$ cat src/rtl/multi_ctrl_pkg.sv
// multi_ctrl_pkg: shared widths, watchdog default and FSM encoding for the multiplier arbiter
package multi_ctrl_pkg;
  localparam int MUL_W = 32;
  localparam int PROD_W = 2 * MUL_W;
  localparam int TIMEOUT_DEF = 34;
  typedef enum logic [1:0] {IDLE, BUSY, RESP} state_e;
endpackage

$ cat src/rtl/rr_arbiter.sv
// rr_arbiter: picks the first request at or after the pointer, wrapping to 0
module rr_arbiter #(
  parameter int N = 4,
  parameter int IDW = $clog2(N)
) (
  input  logic [N-1:0]   req_i,
  input  logic [IDW-1:0] ptr_i,
  output logic [N-1:0]   grant_onehot_o,
  output logic [IDW-1:0] grant_id_o
);
  logic [N-1:0] rot;
  logic [IDW:0] idx;
  // rotate so the pointer sits at bit 0, take the lowest set bit, rotate the index back
  always_comb begin
    rot = N'({req_i, req_i} >> ptr_i);
    idx = '0;
    grant_id_o = '0;
    for (int i = N - 1; i >= 0; i--) begin
      if (rot[i]) begin
        idx = {1'b0, ptr_i} + (IDW + 1)'(i);
        grant_id_o = (idx >= (IDW + 1)'(N)) ? IDW'(idx - (IDW + 1)'(N)) : idx[IDW-1:0];
      end
    end
    grant_onehot_o = (|req_i) ? N'(1) << grant_id_o : '0;
  end
endmodule

$ cat src/rtl/multi_arbiter.sv
// multi_arbiter: round-robin sharing of one signed multiplier with a watchdog abort
module multi_arbiter
  import multi_ctrl_pkg::*;
#(
  parameter int NREQ = 4,
  parameter int WIDTH = MUL_W,
  parameter int TIMEOUT = TIMEOUT_DEF,
  localparam int IDW = $clog2(NREQ)
) (
  input  logic                  clock,
  input  logic                  reset_n,
  input  logic [NREQ-1:0]       req,
  input  logic [NREQ*WIDTH-1:0] req_mlier,
  input  logic [NREQ*WIDTH-1:0] req_mcand,
  output logic [NREQ-1:0]       ack,
  output logic                  rsp_valid,
  output logic [IDW-1:0]        rsp_id,
  output logic [2*WIDTH-1:0]    rsp_prodt,
  output logic                  rsp_err,
  output logic                  busy,
  output logic                  mul_start,
  output logic [WIDTH-1:0]      mul_mlier,
  output logic [WIDTH-1:0]      mul_mcand,
  input  logic [2*WIDTH-1:0]    mul_prodt,
  input  logic                  mul_valid
);
  localparam int WDW = $clog2(TIMEOUT + 1);
  state_e state_q, state_d;
  logic [IDW-1:0] ptr_q, ptr_d, id_q, id_d, gnt_id;
  logic [NREQ-1:0] ack_q, ack_d, gnt;
  logic [WDW-1:0] wd_q, wd_d;
  logic start_q, start_d, vld_q, vld_d, err_q, err_d;
  logic [WIDTH-1:0] mlier_q, mlier_d, mcand_q, mcand_d;
  logic [2*WIDTH-1:0] prod_q, prod_d;

  rr_arbiter #(.N(NREQ), .IDW(IDW)) u_rr (
    .req_i          (req),
    .ptr_i          (ptr_q),
    .grant_onehot_o (gnt),
    .grant_id_o     (gnt_id)
  );

  // grant in IDLE, wait for valid or watchdog in BUSY, one dead cycle in RESP
  always_comb begin
    state_d = state_q;
    ptr_d = ptr_q;
    id_d = id_q;
    ack_d = '0;
    wd_d = wd_q;
    start_d = start_q;
    vld_d = 1'b0;
    err_d = 1'b0;
    mlier_d = mlier_q;
    mcand_d = mcand_q;
    prod_d = prod_q;
    case (state_q)
      IDLE: if (|req) begin
        state_d = BUSY;
        id_d = gnt_id;
        ack_d = gnt;
        ptr_d = (gnt_id == IDW'(NREQ - 1)) ? '0 : gnt_id + 1'b1;
        mlier_d = req_mlier[gnt_id*WIDTH +: WIDTH];
        mcand_d = req_mcand[gnt_id*WIDTH +: WIDTH];
        start_d = 1'b1;
        wd_d = WDW'(1);
      end
      BUSY: if (mul_valid || wd_q == WDW'(TIMEOUT)) begin
        state_d = RESP;
        start_d = 1'b0;
        vld_d = 1'b1;
        err_d = !mul_valid;
        prod_d = mul_valid ? mul_prodt : '0;
        wd_d = '0;
      end else begin
        wd_d = wd_q + 1'b1;
      end
      default: state_d = IDLE;
    endcase
  end

  // all state and outputs registered; reset drops any in-flight job silently
  always_ff @(posedge clock or negedge reset_n) begin
    if (!reset_n) begin
      state_q <= IDLE;
      ptr_q <= '0;
      id_q <= '0;
      ack_q <= '0;
      wd_q <= '0;
      start_q <= 1'b0;
      vld_q <= 1'b0;
      err_q <= 1'b0;
      mlier_q <= '0;
      mcand_q <= '0;
      prod_q <= '0;
    end else begin
      state_q <= state_d;
      ptr_q <= ptr_d;
      id_q <= id_d;
      ack_q <= ack_d;
      wd_q <= wd_d;
      start_q <= start_d;
      vld_q <= vld_d;
      err_q <= err_d;
      mlier_q <= mlier_d;
      mcand_q <= mcand_d;
      prod_q <= prod_d;
    end
  end

  assign ack = ack_q;
  assign rsp_valid = vld_q;
  assign rsp_id = id_q;
  assign rsp_prodt = prod_q;
  assign rsp_err = err_q;
  assign busy = state_q != IDLE;
  assign mul_start = start_q;
  assign mul_mlier = mlier_q;
  assign mul_mcand = mcand_q;
endmodule

$ cat config.mk
export PLATFORM = sky130hd
export DESIGN_NAME = multi_arbiter
export DESIGN_NICKNAME = d
export VERILOG_FILES = /design/src/rtl/multi_ctrl_pkg.sv /design/src/rtl/rr_arbiter.sv /design/src/rtl/multi_arbiter.sv
export SDC_FILE = /design/constraint.sdc
export NUM_CORES = 1
export LEC_CHECK = 0
export BUFFER_PORTS_ARGS = -buffer_cell sky130_fd_sc_hd__clkbuf_2
export CAP_MARGIN = 20
export CORE_AREA = 2 2 179 181
export CTS_CLUSTER_DIAMETER = 60
export CTS_CLUSTER_SIZE = 14
export DETAILED_ROUTE_END_ITERATION = 7
export DIE_AREA = 0 0 181 183
export PLACE_DENSITY_LB_ADDON = 0.25
export SYNTH_ARGS = -nofsm -noshare
export SYNTH_HDL_FRONTEND = slang
export SYNTH_SLANG_ARGS = --single-unit
export TNS_END_PERCENT = 30
$ cat constraint.sdc
create_clock -name clock -period 5.5 [get_ports clock]
set_input_delay 0.825 -clock clock [delete_from_list [all_inputs] [get_ports clock]]
set_output_delay 0.825 -clock clock [all_outputs]
set_load 0.01 [all_outputs]
==> reports/results.tsv <==
stage	metric	value	unit
global_route	largest net degree at the start of global routing	75	
timing	Peak Freq	331	MHz
global_route	first-pass GRT wire length	44500	um
yosys	syn_nets	1001	
cts	hold buffers post-CTS	0	
worst_setup_path	Worst path max stage delay	660	ps
timing	Relative slew margins	32.2	%
detailed_routing	WL/cell	19.6	um
power	PwrDens	548	nW/um^2
timing	total negative slack	0	ps
global_route	global-route track usage on met2	29.4	%
worst_setup_path	CP max stage cell	buf_4	
yosys	Mapped Cells	671	
power	Leak Pwr	5.50	nW
cts	root buffer cell	clkbuf_16	
cts	Setup Fix Bufs, Post-CTS	0	
detailed_routing	initial DRC count	389	
timing	Slew @ Worst Pin	1010	ps
yosys	Syn Std Cell Area	8040	um^2
power	total power	6.09	mW
finish	antenna diode count	0	
floorplanning	Die ar.	33100	um^2
detailed_routing	Remaining DRCs	0	
timing	Finish-stage setup viols	0	
floorplanning	core area	31200	um^2
cts	Clock transition at path regs	80	ps
timing	final worst slack	2480	ps
worst_setup_path	crit-path cells	a21oi_1 -> o21a_1 -> o22ai_4 -> buf_4 -> inv_4 -> nor2_8 -> buf_4 -> a211oi_1	
global_route	grt ovf	0	
finish	layout cell share with drive strength beyond 1	55.4	%
yosys	synth warn	0	
timing	skew final	16.8	ps
timing	Slew Limit Fails	0	
global_route	grt met1 use	22.5	%
worst_setup_path	CP Class	reg2reg	
job	max_cap viols	0	
floorplanning	Core Rows	65	
worst_setup_path	CP Data Required Time	5760	ps
global_route	met3 Use GR	3.57	%
cts	H-tree depth	4	
placed_design	IO Port Bufs	464	
yosys	register area share after synthesis	45.7	%
floorplanning	Die Wd	181	um
power	Max VDD drop	386	uV
timing	Final Hold Fails	0	
detailed_routing	final WL	29600	um
cts	TritonCTS clock tree	built	
cts	Post-CTS Resized	0	
floorplanning	Initial Util	25.8	%
yosys	EDFF count, synth	0	
detailed_routing	remaining antenna violation count	0	
yosys	synth unique cells	45	
global_route	GR Util All Layers	17.3	%
worst_setup_path	delay-heaviest family, CP	buffers and inverters	
timing	Tcrit/Tclk final	55.0	%
timing	Tmin final	3020	ps
finish	Area Overhead vs Synth	38.1	%
worst_setup_path	Critical Path Source Type	flop	
cts	Clock Path Buffers	2	
global_route	vias in the first global route	7462	
detailed_routing	drt via density	4.82	
worst_setup_path	Setup crit end kind	flop	
cts	CTS Buf Count	17	
global_route	busiest grt layer	met2	
worst_setup_path	most prevalent standard cell on the critical path	buf_4	
floorplanning	die height	183	um
worst_setup_path	maximum fanout along the worst path	44	
yosys	Post-synth ARST share	100	%
global_route	initial antenna violation count	0	
finish	nets	1428	
floorplanning	IO Count	465	
yosys	Mean Syn Cell Area	12.0	um^2
cts	Clk Latency, worst-skew pair	430	ps
detailed_routing	via count	7299	
timing	RSZ-0062 raised after global routing	false	
finish	most frequent cells in the layout	464 x clkbuf_2, 147 x dfrtp_1, 68 x nor2_1	
yosys	Top FF cell, synth	dfrtp_1	
placed_design	post-detail-place hpwl	21300	um
detailed_routing	drt first pass iters	4	
run_status	status	finished clean	
worst_hold_path	Hold WC Path Type	in2async	
finish	commonest non-fill, non-tap cell in the layout	clkbuf_2	
worst_setup_path	Bufs and invs on worst path	3	
placed_design	RD Place Congestion	0.778	
worst_setup_path	worst path arrival time	3290	ps
yosys	synthesis-stage register bit count	147	
placed_design	pre-CTS setup slack	2070	ps
cts	clock tree sinks	147	
[cells by family after synthesis]
kind of cell               share of synthesized area [%]
adders and majority gates                          0.467
DFF                                                 45.7
xor gates and xnor gates                           0.109
and+or+nand+nor                                     10.5
buffers and inverters                               6.78
muxes                                               8.09
AOI/OAI and AO/OA                                   28.3
[layout make-up]
| cell class | count | area, um^2 |
|---|---|---|
| tap | 402 | 503 |
| timing repair buffer | 478 | 2430 |
| multi-input combinational | 447 | 3860 |
| clock buffer | 17 | 425 |
| fill | 3285 | 20100 |
| clock inverter | 15 | 180 |
| inverter | 7 | 28.8 |
| sequential | 147 | 3680 |
[report_power, final]
group	internal [mW]	leakage (nW)	switching (mW)	total, mW
Clock	0.618	0.296	0.594	1.21
Sequential	1.59	1.74	0.304	1.89
Combinational	1.20	3.46	1.78	2.98
Total	3.41	5.50	2.68	6.09
[worst register-to-register path: stages, from the launching register on]
cell      delay (ps)
dfrtp_1          560
a21oi_1          120
o21a_1           210
o22ai_4          140
buf_4            420
inv_4            140
nor2_8           440
buf_4            670
a211oi_1         190
[state kept, by name, indices dropped and copies added, names as in the netlist]
register and flops:
rsp_id 2, ptr_q 2, state_q 2, mul_mcand 32
rsp_err 1, rsp_valid 1, ack 4, wd_q 6
mul_start 1, rsp_prodt 64, mul_mlier 32
[path summary, 6_finish.rpt]
path                            from            end  slack (ps)  cells past startpoint
min in group clock         rsp_id[0]      rsp_id[0]         500                      2
max reg2reg                 ptr_q[1]   mul_mlier[9]        2480                      8
min                          reset_n  rsp_prodt[53]         330                      1
min reg2reg                rsp_id[0]      rsp_id[0]         500                      2
max in group asynchronous    reset_n   rsp_prodt[3]        4060                      2
max                         ptr_q[1]   mul_mlier[9]        2480                      8
[cells in the mapped netlist (3+ instances only)]
library cell | instances | area, um^2
a22o_1 | 64 | 561
a2111oi_0 | 4 | 35.0
mux2i_1 | 65 | 651
nor3_1 | 4 | 20.0
buf_12 | 6 | 120
buf_4 | 9 | 67.6
and2_1 | 3 | 18.8
o21ai_1 | 3 | 15.0
o21ai_0 | 8 | 40.0
a2111oi_2 | 47 | 706
buf_2 | 16 | 80.1
a2111oi_1 | 13 | 130
inv_1 | 4 | 15.0
buf_6 | 10 | 113
ha_1 | 3 | 37.5
and3_1 | 65 | 407
nor2_1 | 69 | 259
dfrtp_1 | 147 | 3680
clkbuf_1 | 24 | 90.1
a21oi_1 | 3 | 15.0
nand2_1 | 12 | 45.0
a211oi_1 | 18 | 135
a211oi_2 | 47 | 588
[per-layer routing]
metal  wire [um]  up-vias  part of all wire (%)
met5           0        -                     0
met4         400        0                   1.4
met3        1550       22                   5.2
met2       15000      251                    50
met1       12700     3580                    43
li1            -     3446                     -
[per-stage QoR]
step	instances	cell area, um^2	hold WS (ps)	util (%)
CTS	1512	11100	365	35.5
finish	1513	11100	332	35.6
detailed placement	1480	10500	483	33.6
global placement	1480	10500	469	33.6
global route	1513	11100	373	35.6
floorplan	671	8040	451	-
Power figures use the tool's default switching activity.
